### config.mk
export PLATFORM = sky130hd
export DESIGN_NAME = xor_serial_arbiter
export DESIGN_NICKNAME = d
export VERILOG_FILES = /design/src/rtl/xor_serial_arbiter.sv
export SDC_FILE = /design/constraint.sdc
export NUM_CORES = 1
export LEC_CHECK = 0
export ABC_AREA = 1
export CORE_MARGIN = 1
export CORE_UTILIZATION = 45
export CTS_BUF_LIST = sky130_fd_sc_hd__clkbuf_16
export CTS_CLUSTER_DIAMETER = 60
export CTS_CLUSTER_SIZE = 30
export DETAILED_ROUTE_END_ITERATION = 8
export MAX_ROUTING_LAYER = met4
export PLACE_DENSITY = 0.77
export SLEW_MARGIN = 40
export SYNTH_ARGS = -nofsm -noshare
export SYNTH_HDL_FRONTEND = slang
export SYNTH_SLANG_ARGS = --single-unit
### constraint.sdc
create_clock -name clk -period 4.75 [get_ports clk]
set_input_delay 1.1875 -clock clk [delete_from_list [all_inputs] [get_ports clk]]
set_output_delay 1.1875 -clock clk [all_outputs]
set_load 0.02 [all_outputs]
### src/rtl/xor_serial_arbiter.sv
// rtl/xor_serial_arbiter.sv - round-robin arbiter sharing one gate_xor for bit-serial word XOR

module gate_xor (
  input  logic inp1,
  input  logic inp2,
  output logic y
);
  xor g0 (y, inp1, inp2);
endmodule

module xor_serial_arbiter #(
  parameter int WIDTH = 8,
  parameter int CNT_W = 3
) (
  input  logic               clk,
  input  logic               rst,
  input  logic [3:0]         req,
  input  logic [4*WIDTH-1:0] op_a,
  input  logic [4*WIDTH-1:0] op_b,
  output logic [3:0]         gnt,
  output logic               busy,
  output logic               done,
  output logic [1:0]         done_id,
  output logic [WIDTH-1:0]   result
);
  typedef enum logic [1:0] {IDLE, SHIFT, DONE} state_t;

  state_t           state, state_nxt;
  logic [1:0]       rr_ptr, id, win, base, idx;
  logic             found, accept, last_bit, xor_bit;
  logic [CNT_W-1:0] cnt;
  logic [WIDTH-1:0] a_sh, b_sh;

  gate_xor u_xor (
    .inp1 (a_sh[0]),
    .inp2 (b_sh[0]),
    .y    (xor_bit)
  );

  // DONE hands priority straight to id+1 and may accept, keeping the
  // operation period at WIDTH+1 cycles.
  always_comb begin
    base  = (state == DONE) ? id + 2'd1 : rr_ptr;
    found = 1'b0;
    win   = base;
    idx   = base;
    for (int k = 0; k < 4; k++) begin
      idx = base + 2'(k);
      if (!found && req[idx]) begin
        found = 1'b1;
        win   = idx;
      end
    end
  end

  assign accept   = found && (state == IDLE || state == DONE);
  assign last_bit = (cnt == CNT_W'(WIDTH - 1));
  assign busy     = (state != IDLE);

  always_ff @(posedge clk or posedge rst) begin
    if (rst) state <= IDLE;
    else     state <= state_nxt;
  end

  always_comb begin
    state_nxt = state;
    case (state)
      IDLE:    if (accept) state_nxt = SHIFT;
      SHIFT:   if (last_bit) state_nxt = DONE;
      DONE:    state_nxt = accept ? SHIFT : IDLE;
      default: state_nxt = IDLE;
    endcase
  end

  always_ff @(posedge clk or posedge rst) begin
    if (rst) begin
      rr_ptr  <= 2'd0;
      id      <= 2'd0;
      cnt     <= '0;
      a_sh    <= '0;
      b_sh    <= '0;
      gnt     <= 4'd0;
      done    <= 1'b0;
      done_id <= 2'd0;
      result  <= '0;
    end else begin
      gnt  <= 4'd0;
      done <= 1'b0;
      case (state)
        SHIFT: begin
          result <= {xor_bit, result[WIDTH-1:1]};
          a_sh   <= a_sh >> 1;
          b_sh   <= b_sh >> 1;
          cnt    <= cnt + CNT_W'(1);
          if (last_bit) begin
            done    <= 1'b1;
            done_id <= id;
          end
        end
        default: begin
          if (state == DONE) rr_ptr <= id + 2'd1;
          if (accept) begin
            a_sh <= op_a[int'(win)*WIDTH +: WIDTH];
            b_sh <= op_b[int'(win)*WIDTH +: WIDTH];
            id   <= win;
            cnt  <= '0;
            gnt  <= 4'b0001 << win;
          end
        end
      endcase
    end
  end
endmodule
Yosys cells after proc, flatten, opt, wreduce, memory -nomap -nowiden
Index checks and enable logic that the tools add are counted.
{"block": "totals", "ff_bits": 40, "inputBits": 70, "out_inout_bits": 16, "wordCells": 73}
{"block": "classes", "n_addsub": 5, "n_lt_le_gt_ge": 4, "eq_ne": 5, "n_shift": 3, "n_mux": 30, "bitwise_logic": 2, "n_reduce_logical": 14}
{"op": "32-bit by 6-bit variable part select with 8-bit output", "count": 2}
{"op": "8-bit two-way mux", "count": 4}
{"op": "2-bit by 3-bit < comparator with 1-bit output, second input constant", "count": 4}
{"op": "2-bit two-way mux", "count": 6}
{"op": "1-bit two-way mux", "count": 11}
{"op": "1-bit binary-select mux with 2-bit select", "count": 4}
{"op": "4-bit two-way mux", "count": 2}
{"op": "3-bit two-way mux", "count": 2}
{"op": "2-bit one-hot mux with 3 select lines", "count": 1}
{"op": "2-bit AND reduction", "count": 3}
{"op": "2-bit by 1-bit adder with 2-bit output, second input constant", "count": 2}
{"op": "2-bit adder, second input constant", "count": 2}
{"op": "1-bit logical AND", "count": 4}
{"op": "2-bit != test, second input constant", "count": 2}
{"op": "2-bit nonzero test", "count": 2}
{"op": "1-bit by 2-bit << shifter with 4-bit output, first input constant", "count": 1}
{"op": "3-bit by 1-bit adder with 3-bit output, second input constant", "count": 1}
{"op": "3-bit == test, second input constant", "count": 1}
{"op": "1-bit zero test", "count": 3}
{"op": "2-bit by 1-bit == test with 1-bit output, second input constant", "count": 1}
{"op": "2-bit == test, second input constant", "count": 1}
{"op": "2-bit zero test", "count": 1}
{"op": "1-bit logical OR", "count": 1}
{"op": "1-bit inverter", "count": 1}
{"op": "1-bit bitwise XOR", "count": 1}

Longest topological paths before layout
Gate-level depths: netlist (run 1).
{"block": "logic_depth", "ltp_word": 17, "depth_mapped": 19, "depth_no_buf": 18}

Hierarchy
A second synthesis (run 1) with hierarchy kept.
{"block": "hier_totals", "hier_cells": 430, "area_unflattened_um2": 2807.7}
{"mod": "xor_serial_arbiter", "n_inst": 1, "cells_each": 425, "area_per_inst_um2": 2788.9, "seq_area_each_um2": 1001.0}
{"mod": "gate_xor", "n_inst": 1, "cells_each": 5, "area_per_inst_um2": 18.8, "seq_area_each_um2": 0.0}

Least setup slack after synthesis (run 1)
Ideal clock, no wire load.
{"block": "synth_timing", "kind": "input to register", "startpoint": "in req[3]", "endpoint": "reg a_sh[1]", "arrival_ps": 2432, "setup_slack_ps": 2254, "path_stages": 14, "path_buffers": 1, "path_cell_list": "inv_1 -> nand3_1 -> nand2_1 -> nand2_2 -> nand2_4 -> inv_2 -> nor2_8 -> nand2_2 -> o21ai_4 -> nand2_4 -> buf_2 -> o22ai_1 -> inv_1 -> nand2_1"}
{"block": "synth_via", "elab_chain_len": 15}
{"element": "from (decl)", "line": "17", "source": "input logic [3:0] req,"}
{"element": "1-bit binary-select mux with 2-bit select", "line": "49", "source": "if (!found && req[idx]) begin"}
{"element": "1-bit two-way mux (not written as such)", "line": "49"}
{"element": "1-bit two-way mux", "line": "49"}
{"element": "1-bit zero test", "line": "49"}
{"element": "1-bit logical AND", "line": "49"}
{"element": "1-bit two-way mux", "line": "49"}
{"element": "1-bit zero test", "line": "49"}
{"element": "1-bit logical AND", "line": "49"}
{"element": "1-bit two-way mux", "line": "49"}
{"element": "1-bit zero test", "line": "49"}
{"element": "1-bit logical AND", "line": "49"}
{"element": "2-bit two-way mux", "line": "49"}
{"element": "32-bit by 6-bit variable part select with 8-bit output", "line": "103", "source": "a_sh <= op_a[int'(win)*WIDTH +: WIDTH];"}
{"element": "8-bit two-way mux", "line": "102", "source": "if (accept) begin"}
{"element": "8-bit two-way mux", "line": "89", "source": "case (state)"}
{"element": "to (signal assigned)", "line": "92", "source": "a_sh <= a_sh >> 1;"}
{"element": "to (signal assigned)", "line": "103"}
{"element": "to (decl)", "line": "32", "source": "logic [WIDTH-1:0] a_sh, b_sh;"}
Parallel ways exist; a longest one is shown, timed or not. The select of a mux whose other input is x is not followed.
A chain may end at the register's enable or synchronous reset.

Final worst setup path (run 1)
{"block": "layout_timing", "startpoint": "in req[2]", "endpoint": "reg b_sh[3]"}
{"block": "layout_via", "elab_chain_len": 15}
{"element": "1-bit binary-select mux with 2-bit select", "line": "49"}
{"element": "1-bit two-way mux (not written as such)", "line": "49"}
{"element": "1-bit two-way mux", "line": "49"}
{"element": "1-bit zero test", "line": "49"}
{"element": "1-bit logical AND", "line": "49"}
{"element": "1-bit two-way mux", "line": "49"}
{"element": "1-bit zero test", "line": "49"}
{"element": "1-bit logical AND", "line": "49"}
{"element": "1-bit two-way mux", "line": "49"}
{"element": "1-bit zero test", "line": "49"}
{"element": "1-bit logical AND", "line": "49"}
{"element": "2-bit two-way mux", "line": "49"}
{"element": "32-bit by 6-bit variable part select with 8-bit output", "line": "104", "source": "b_sh <= op_b[int'(win)*WIDTH +: WIDTH];"}
{"element": "8-bit two-way mux", "line": "102"}
{"element": "8-bit two-way mux", "line": "89"}
{"element": "to (signal assigned)", "line": "93", "source": "b_sh <= b_sh >> 1;"}
{"element": "to (signal assigned)", "line": "104"}
{"element": "to (decl)", "line": "32"}
Parallel ways exist; a longest one is shown, timed or not. The select of a mux whose other input is x is not followed.

==> results of run 1 <==
## flip-flops by register name, indices dropped and copies added (netlist names)
register,flops
id,2
state,2
done,1
done_id,2
a_sh,8
result,8
rr_ptr,2
cnt,3
gnt,4
b_sh,8
## worst max-delay path: cells and delay by family
kind / cells / cell delay, ns
and+or+nand+nor: 13 / 1.58
buffers and inverters: 3 / 0.57
## kinds of logic (layout without fill, tap and decap cells)
kind of cell,count (synthesis),after routing
buffers and inverters,65,141
AO/OA/AOI/OAI,25,25
XOR/XNOR,1,1
flip-flops,40,40
AND/OR/NAND/NOR,293,293
adder cells (fa/ha/maj),2,2
## final cells by class
cell class                      instances  area [sq um]
Fill cell                             526          2090
Inverter                               46         172.7
Tap cell                               75         93.84
Timing Repair Buffer                   88         873.3
Multi-Input combinational cell        321          1540
Clock inverter                          2         60.06
Clock buffer                            5         125.1
Sequential cell                        40          1001
## layout by cell type, fill, tap and decap left out, types with 2 or more instances in the layout
cell type / instances
nand2_1: 172
nand3_1: 86
clkdlybuf4s50_1: 85
dfrtp_1: 40
inv_1: 36
nand2_2: 15
inv_2: 10
o22ai_1: 10
o21ai_0: 8
nor2_1: 7
clkbuf_16: 5
nand3_2: 4
nand2_4: 3
buf_4: 3
a22o_1: 2
nor3_1: 2
o21a_1: 2
ha_1: 2
bufinv_16: 2
## metrics by stage
step / hold WS (ns) / cells / setup WS, ns / area (sq um) / power [mW]
finish: 0.4743 / 577 / 1.631 / 3866 / 3.048
global route: 0.5047 / 577 / 1.399 / 3866 / 3.385
CTS: 0.4817 / 577 / 1.391 / 3857 / 3.057
detailed placement: 0.4664 / 570 / 1.108 / 3672 / 2.613
global placement: 0.4580 / 570 / 1.158 / 3670 / 2.569
floorplan: 0.4492 / 426 / 2.254 / 2806 / 2.193
## path summary, 6_finish.rpt
kind | endpoint | slack, ns | cells past startpoint
hold / removal | result[0] | 0.47 | 2
setup reg to reg | b_sh[3] | 2.13 | 15
max in group asynchronous | a_sh[3] | 2.75 | 3
setup / recovery | b_sh[3] | 1.63 | 16
hold reg to reg | result[0] | 0.47 | 2
min in group asynchronous | b_sh[3] | 1.26 | 2
## routing by layer
metal / wire, microns / global-route usage [%] / up-vias
li1: - / - / 1507
met1: 2982 / 26.48 / 1284
met2: 3752 / 44.54 / 74
met3: 274 / 5.056 / 12
met4: 110 / 6.607 / 0
met5: 0 / - / -
## synthesized netlist by cell type (all sizes together)
master / count
a21oi: 1
a22o: 2
buf: 17
clkbuf: 2
dfrtp: 40
ha: 2
inv: 46
nand2: 190
nand3: 91
nand4: 2
nor2: 8
nor3: 2
o21a: 2
o21ai: 10
o22ai: 10
xnor2: 1
## where the power goes
part           leakage, nW  internal [mW]  switching, mW  total [mW]
clock network       0.0899          0.298          0.124       0.421
logic                 1.41          0.702           1.35        2.05
registers            0.499          0.499         0.0770       0.576
==> impl_metrics.env, run 1 <==
export IMPL_routed_via_count=2877
export IMPL_syn_nets=498
export IMPL_synthCells=426
export IMPL_worstHoldStart="result[0]"
export IMPL_synth_compound_area_share_pct=5.751
export IMPL_fp_dieArea_sq_um=6556
export IMPL_cts_tree="yes"
export IMPL_antenna_cells=0
export IMPL_gr_usage_all_layers_pct=24.33
export IMPL_rsz0062_at_grt="no"
export IMPL_ctsLongestPathBuffers=2
export IMPL_fin_util_pct=64.92
export IMPL_grt_pass1_wl_mm=12.00
export IMPL_gp_congestion=0.8306
export IMPL_power_density_nw_per_um2=788.3
export IMPL_worstPathMaxFanout=33
export IMPL_drc=0
export IMPL_finalSetupTns_ns=0
export IMPL_port_buffers=85
export IMPL_syn_avg_cell_area_sq_um=6.588
export IMPL_tightest_slew_ns=0.5699
export IMPL_crit_top_cell="nand2_1"
export IMPL_ant_nets=0
export IMPL_wire_per_inst_microns=12.34
export IMPL_fmax_ghz=0.3206
export IMPL_ys_ff_latch=40
export IMPL_p_leak_nw=1.996
export IMPL_cts_made_buffers=5
export IMPL_worst_path_max_delay_cell="nand2_2"
export IMPL_core_area_sq_um=5956
export IMPL_cts_sinks=40
export IMPL_grt_antenna_before_repair=0
export IMPL_required_ns=4.97
export IMPL_synth_top_area_cell="dfrtp_1"
export IMPL_arrival_ns=3.34
export IMPL_min_path_type="reg -> reg"
export IMPL_finalMaxSlewViolations=0
export IMPL_post_route_period_util_pct=65.66
export IMPL_crit_path_start="req[2]"
export IMPL_reg2reg_from="state[0]"
export IMPL_die_h_microns=80.97
export IMPL_slowest_delay_ns=0.45
export IMPL_min_period_ns=3.119
export IMPL_final_layout_size_suffix_gt1_share_pct=9.163
export IMPL_synth_area_sq_um=2806
export IMPL_yosysTopAreaCellShare_pct=35.67
export IMPL_die_w_microns=80.97
export IMPL_drt_pass1_iterations=4
export IMPL_rows=28
export IMPL_synth_top_family_by_area="simple AND/OR/NAND/NOR gates"
export IMPL_status="finished clean"
export IMPL_start_util_pct=47.12
export IMPL_grt_overflow_total=0
export IMPL_synth_cell_types=27
export IMPL_setup_viol=0
export IMPL_synth_simple_area_share_pct=47.53
export IMPL_h_tree_depth=2
export IMPL_relSlewSlack_pct=61.87
export IMPL_worstPathCellList="clkdlybuf4s50_1 -> inv_1 -> nand3_1 -> nand2_1 -> nand2_2 -> nand2_4 -> inv_2 -> nor2_8 -> nand3_4 -> nand2_2 -> nand3_1 -> nand2_1 -> nand2_1 -> nand2_1 -> nand2_1 -> nand2_1"
export IMPL_area_growth_pct=37.76
export IMPL_cts_hold_buf=0
export IMPL_drt_total_wl_mm=7.120
export IMPL_maxCapViolations=0
export IMPL_clock_latency_ns=0.28
export IMPL_synthTopCellsByArea="dfrtp_1 36%, nand2_1 23%, nand3_1 15%, inv_1 4.8%, nand2_2 3.1%"
export IMPL_cts_setup_buffers=0
export IMPL_vdd_drop_max_mv=0.4260
export IMPL_synth_xor_xnor_area_share_pct=0.3121
export IMPL_cp_start_kind="input port"
export IMPL_path_clk_slew_ns=0.06
export IMPL_ctsResizeCount=0
export IMPL_cts_root_buf="clkbuf_16"
export IMPL_critPathKind="in -> reg"
export IMPL_ys_warn_count=0
export IMPL_drt_iter0_drc=155
export IMPL_grt_pass1_vias=2742
export IMPL_synthMuxAreaShare_pct=0
export IMPL_hold_violations=0
export IMPL_ioPinCount=86
export IMPL_ys_seq_area_share_pct=35.67
export IMPL_synthAdderAreaFrac_pct=0.8917
export IMPL_crit_path_end_kind="register"
export IMPL_dp_hpwl_mm=5.258
export IMPL_skew_ns=0.006521
export IMPL_viasPerCell=4.986
export IMPL_nets=574
export IMPL_grt_max_degree=34
Power figures use the tool's default switching activity.
==> inputs of run 2 (changes only) <==
==> constraint.sdc (replaced) <==
create_clock -name clk -period 3.2 [get_ports clk]
set_input_delay 0.8 -clock clk [delete_from_list [all_inputs] [get_ports clk]]
set_output_delay 0.8 -clock clk [all_outputs]
set_load 0.02 [all_outputs]
==> run 2 against run 1 <==
Compared with the run above: via count grew 2.3%; clock power grew 34%; worst hold slack gained 0.0043 ns; core utilization shrank 0.23 points; critical endpoint is now a_sh[4]; first-iteration DRC count shrank 7.1%.
==> impl_metrics.env, run 2 (synthesized netlist as in run 1, its figures left out) <==
export IMPL_finalMaxSlewViolations=0
export IMPL_rsz0062_at_grt="no"
export IMPL_ff2ff_setup_slack_ns=0.60
export IMPL_start_util_pct=47.12
export IMPL_area_growth_pct=37.27
export IMPL_die_h_microns=80.97
export IMPL_crit_end="a_sh[4]"
export IMPL_min_period_ns=2.683
export IMPL_fp_dieArea_sq_um=6556
export IMPL_ioPinCount=86
export IMPL_r2r_cells=15
export IMPL_die_w_microns=80.97
export IMPL_cts_root_buf="clkbuf_16"
export IMPL_ant_nets=0
export IMPL_layout_common_cells="173 x nand2_1, 86 x nand3_1, 85 x clkdlybuf4s50_1"
export IMPL_clock_latency_ns=0.28
export IMPL_viasPerCell=5.072
export IMPL_power_density_nw_per_um2=1160
export IMPL_min_path_type="reg -> reg"
export IMPL_rows=28
export IMPL_grt_overflow_total=0
export IMPL_arrival_ns=2.90
export IMPL_final_layout_size_suffix_gt1_share_pct=9.307
export IMPL_p_leak_nw=1.998
export IMPL_hold_violations=0
export IMPL_gp_congestion=0.8438
export IMPL_core_area_sq_um=5956
export IMPL_p_sw_share_pct=51.58
export IMPL_grt_max_degree=41
export IMPL_crit_path_start="req[3]"
export IMPL_stdcell_area_sq_um=3852
export IMPL_grt_pass1_wl_mm=12.08
export IMPL_relSlewSlack_pct=61.71
export IMPL_cts_sinks=40
export IMPL_h_tree_depth=2
export IMPL_clkPwrFrac_pct=12.6
export IMPL_wire_per_inst_microns=12.35
export IMPL_cp_start_kind="input port"
export IMPL_cts_setup_buffers=0
export IMPL_fmax_ghz=0.3728
export IMPL_grt_pass1_vias=2755
export IMPL_drc=0
export IMPL_ctsLongestPathBuffers=2
export IMPL_required_ns=3.42
export IMPL_worstPathMaxFanout=33
export IMPL_drt_total_wl_mm=7.163
export IMPL_nets=576
export IMPL_dp_cells=572
export IMPL_ctsResizeCount=0
export IMPL_r2r_end="a_sh[4]"
export IMPL_power_frac_comb_pct=68.3
export IMPL_tightest_slew_ns=0.5723
export IMPL_fin_cells=580
export IMPL_path_clk_slew_ns=0.06
export IMPL_finalSetupTns_ns=0
export IMPL_vdd_drop_max_mv=0.7651
export IMPL_p_sw_mw=2.306
export IMPL_post_route_period_util_pct=83.83
export IMPL_grt_antenna_before_repair=0
export IMPL_antenna_cells=0
export IMPL_place_area_sq_um=3685
export IMPL_cts_tree="yes"
export IMPL_maxCapViolations=0
export IMPL_crit_path_end_kind="register"
export IMPL_top_regs="a_sh x8, b_sh x8, result x8"
export IMPL_reg2reg_from="state[0]"
export IMPL_drt_iter0_drc=144
export IMPL_dp_hpwl_mm=5.220
export IMPL_cts_made_buffers=5
export IMPL_worstHoldStart="result[0]"
export IMPL_final_common_cell="nand2_1"
export IMPL_gr_usage_all_layers_pct=24.75
export IMPL_critPathKind="in -> reg"
export IMPL_fin_util_pct=64.68
export IMPL_port_buffers=85
export IMPL_status="finished clean"
export IMPL_totalPowerFinal_mw=4.471
export IMPL_cell_internal_pwr_mw=2.165
export IMPL_setup_viol=0
export IMPL_cts_hold_buf=0
export IMPL_drt_pass1_iterations=4
export IMPL_skew_ns=0.004267
export IMPL_routed_via_count=2942
export IMPL_seqPwrFrac_pct=19.0
export IMPL_worstHoldPathCells=2
run 2: changes by cell type in the layout (fill, tap and decap cells not counted), sizes merged:
cell    delta
buf        +2
clkinv     +2
bufinv     -1
run 2: how the worst min path moves through the flow:
stage / slack (ns) / endpoint
CTS: 0.48 / cnt[0]
floorplan: 0.45 / a_sh[7]
finish: 0.48 / result[0]
global placement: 0.46 / result[0]
detailed placement: 0.47 / result[0]
global route: 0.51 / done_id[0]
run 2: final cells by class:
type	count	area, sq um
multi-input combinational	321	1529
inverter	46	172.7
timing repair buffer	90	888.4
clock inverter	3	42.54
fill	550	2103
sequential	40	1001
clock buffer	5	125.1
tap	75	93.84
run 2: power by group through the flow:
stage	registers, mW	clock network, mW	logic (mW)
4_1_cts	0.854	0.571	3.07
3_5_place_dp	0.859	0	3.04
6_report	0.851	0.565	3.05
3_3_place_gp	0.853	0	2.99
5_1_grt	0.873	0.595	3.52
2_1_floorplan	0.934	0	2.32
run 2: per-layer routing:
metal	global-route usage, %	vias up	share of wire (%)	routed length [microns]
li1	-	1516	-	-
met1	27.25	1321	40	2854
met2	45.29	93	53	3825
met3	4.607	12	5.0	356
met4	6.786	0	1.8	127
met5	-	-	0	0
run 2: metrics by stage:
stage               setup WS, ns  hold WS [ns]
floorplan                  1.091        0.4492
global placement          0.3134        0.4570
detailed placement        0.2541        0.4707
CTS                       0.5386        0.4832
global route              0.2996        0.5107
finish                    0.5173        0.4786
run 2: critical path, cell delays in order:
cell and delay, ns:
clkdlybuf4s50_1 0.42, inv_1 0.06, nand3_1 0.06, nand2_1 0.11, nand2_2 0.07, nand2_4 0.08
inv_2 0.06, nor2_8 0.15, nand3_4 0.11, nand2_2 0.45, nand3_1 0.14, nand2_1 0.10
nand2_1 0.05, nand2_1 0.09, nand2_1 0.06, nand2_1 0.08
==> inputs of run 3 (changes only) <==
==> constraint.sdc (replaced) <==
create_clock -name clk -period 2.7 [get_ports clk]
set_input_delay 0.675 -clock clk [delete_from_list [all_inputs] [get_ports clk]]
set_output_delay 0.675 -clock clk [all_outputs]
set_load 0.02 [all_outputs]
==> run 3 against run 2 <==
Compared with the run above: total power grew 22%; count of clock-buffer cells in the layout did not move; cell area rose by 1.5%; core utilization increased by 0.97 points.
==> impl_metrics.env, run 3 (synthesized netlist as in run 1, its figures left out) <==
export IMPL_status="finished clean"
export IMPL_gr_usage_all_layers_pct=24.78
export IMPL_path_clk_slew_ns=0.06
export IMPL_gp_congestion=0.8865
export IMPL_grt_busiest_layer="met2"
export IMPL_grt_max_degree=41
export IMPL_finalMaxSlewViolations=0
export IMPL_finalSetupTns_ns=0
export IMPL_hold_violations=0
export IMPL_ctsResizeCount=0
export IMPL_start_util_pct=47.12
export IMPL_core_area_sq_um=5956
export IMPL_rsz0062_at_grt="no"
export IMPL_worstPathMaxFanout=14
export IMPL_worstHoldStart="result[0]"
export IMPL_h_tree_depth=2
export IMPL_critPathKind="in -> reg"
export IMPL_vdd_drop_max_mv=0.7852
export IMPL_routed_via_count=3012
export IMPL_ctsLongestPathBuffers=2
export IMPL_ioPinCount=86
export IMPL_layout_common_cells="173 x nand2_1, 86 x nand3_1, 85 x clkdlybuf4s50_1"
export IMPL_setup_viol=0
export IMPL_grt_antenna_before_repair=0
export IMPL_relSlewSlack_pct=67.29
export IMPL_cts_made_buffers=5
export IMPL_ff2ff_setup_slack_ns=0.31
export IMPL_cts_sinks=40
export IMPL_viasPerCell=5.184
export IMPL_final_common_cell="nand2_1"
export IMPL_grt_pass1_vias=2927
export IMPL_grt_overflow_total=0
export IMPL_min_path_type="reg -> reg"
export IMPL_post_route_period_util_pct=89.57
export IMPL_die_w_microns=80.97
export IMPL_whs_ns=0.4751
export IMPL_met2_usage_pct=43.61
export IMPL_arrival_ns=2.64
export IMPL_cts_hold_buf=0
export IMPL_maxCapViolations=0
export IMPL_port_buffers=85
export IMPL_area_growth_pct=39.32
export IMPL_dp_hpwl_mm=5.373
export IMPL_drt_total_wl_mm=7.220
export IMPL_worstHoldPathCells=2
export IMPL_cts_root_buf="clkbuf_16"
export IMPL_drt_pass1_iterations=4
export IMPL_cts_setup_buffers=0
export IMPL_wire_per_inst_microns=12.43
export IMPL_nets=577
export IMPL_rows=28
export IMPL_antenna_cells=0
export IMPL_crit_path_end_kind="register"
export IMPL_fp_dieArea_sq_um=6556
export IMPL_whs_endpoint="result[0]"
export IMPL_grt_pass1_wl_mm=12.38
export IMPL_clock_latency_ns=0.28
export IMPL_top_regs="a_sh x8, b_sh x8, result x8"
export IMPL_ant_nets=0
export IMPL_cts_tree="yes"
export IMPL_r2r_cells=15
export IMPL_p_leak_nw=2.025
export IMPL_required_ns=2.92
export IMPL_use_met3_pct=4.719
export IMPL_reg2reg_from="state[0]"
export IMPL_die_h_microns=80.97
export IMPL_drt_iter0_drc=118
export IMPL_tightest_slew_ns=0.4906
export IMPL_min_period_ns=2.418
export IMPL_r2r_end="a_sh[0]"
export IMPL_final_layout_size_suffix_gt1_share_pct=9.486
export IMPL_drc=0
export IMPL_power_density_nw_per_um2=1398
export IMPL_fmax_ghz=0.4135
export IMPL_skew_ns=0.008083
export IMPL_grt_met1_usage_pct=26.40
export IMPL_cp_start_kind="input port"
## run 3: changes by cell type in the layout (fill, tap and decap cells not counted)
cell and change:
buf_12 +4, buf_4 -3
## run 3: layout make-up
cell class,count,area [sq um]
sequential,40,1001
fill,558,2046
inverter,46,172.7
clock inverter,3,42.54
clock buffer,5,125.1
multi-input combinational,321,1529
tap,75,93.84
timing repair buffer,91,945.9
## run 3: how the worst max path moves through the flow
stage / start / slack (ns) / depth (start not counted) / to
final: req[3] / 0.28 / 16 / a_sh[0]
after global routing: state[0] / 0.06 / 15 / a_sh[0]
after global placement: req[3] / 0.04 / 16 / a_sh[0]
after CTS: req[3] / 0.26 / 16 / a_sh[0]
after floorplan: state[0] / 0.71 / 14 / a_sh[1]
after detailed placement: req[3] / -0.005 / 16 / a_sh[0]
## run 3: layer usage
layer  part of all wire [%]  vias to the layer above
met5                      0                        -
met4                    4.5                        0
met3                    4.9                       28
met2                     50                      104
met1                     40                     1367
li1                       -                     1513
## run 3: critical path, cell delays in order
cell,delay (ns)
clkdlybuf4s50_1,0.42
inv_1,0.06
nand3_1,0.07
nand2_1,0.11
nand2_2,0.08
nand2_4,0.09
inv_2,0.06
nor2_8,0.15
nand2_2,0.08
o21ai_4,0.24
nand2_4,0.16
inv_2,0.15
nand2_1,0.06
o21ai_0,0.08
inv_1,0.07
nand2_1,0.06
## run 3: where the power goes
| group | total (mW) | leakage, nW | switching [mW] | internal (mW) |
|---|---|---|---|---|
| Sequential | 1.01 | 0.499 | 0.136 | 0.877 |
| Clock | 0.666 | 0.0814 | 0.232 | 0.434 |
| Combinational | 3.79 | 1.45 | 2.40 | 1.38 |
| Total | 5.46 | 2.03 | 2.77 | 2.69 |
## run 3: per-stage QoR
stage | power, mW | cell area (sq um) | cells | setup slack [ns] | utilization (%)
final | 5.465 | 3910 | 581 | 0.2816 | 65.65
after floorplan | 3.859 | 2806 | 426 | 0.7117 | -
after global placement | 4.726 | 3742 | 573 | 0.03768 | 62.84
after global routing | 6.060 | 3910 | 581 | 0.05849 | 65.65
after detailed placement | 4.788 | 3742 | 573 | -0.005464 | 62.84
after CTS | 5.492 | 3910 | 581 | 0.2643 | 65.65
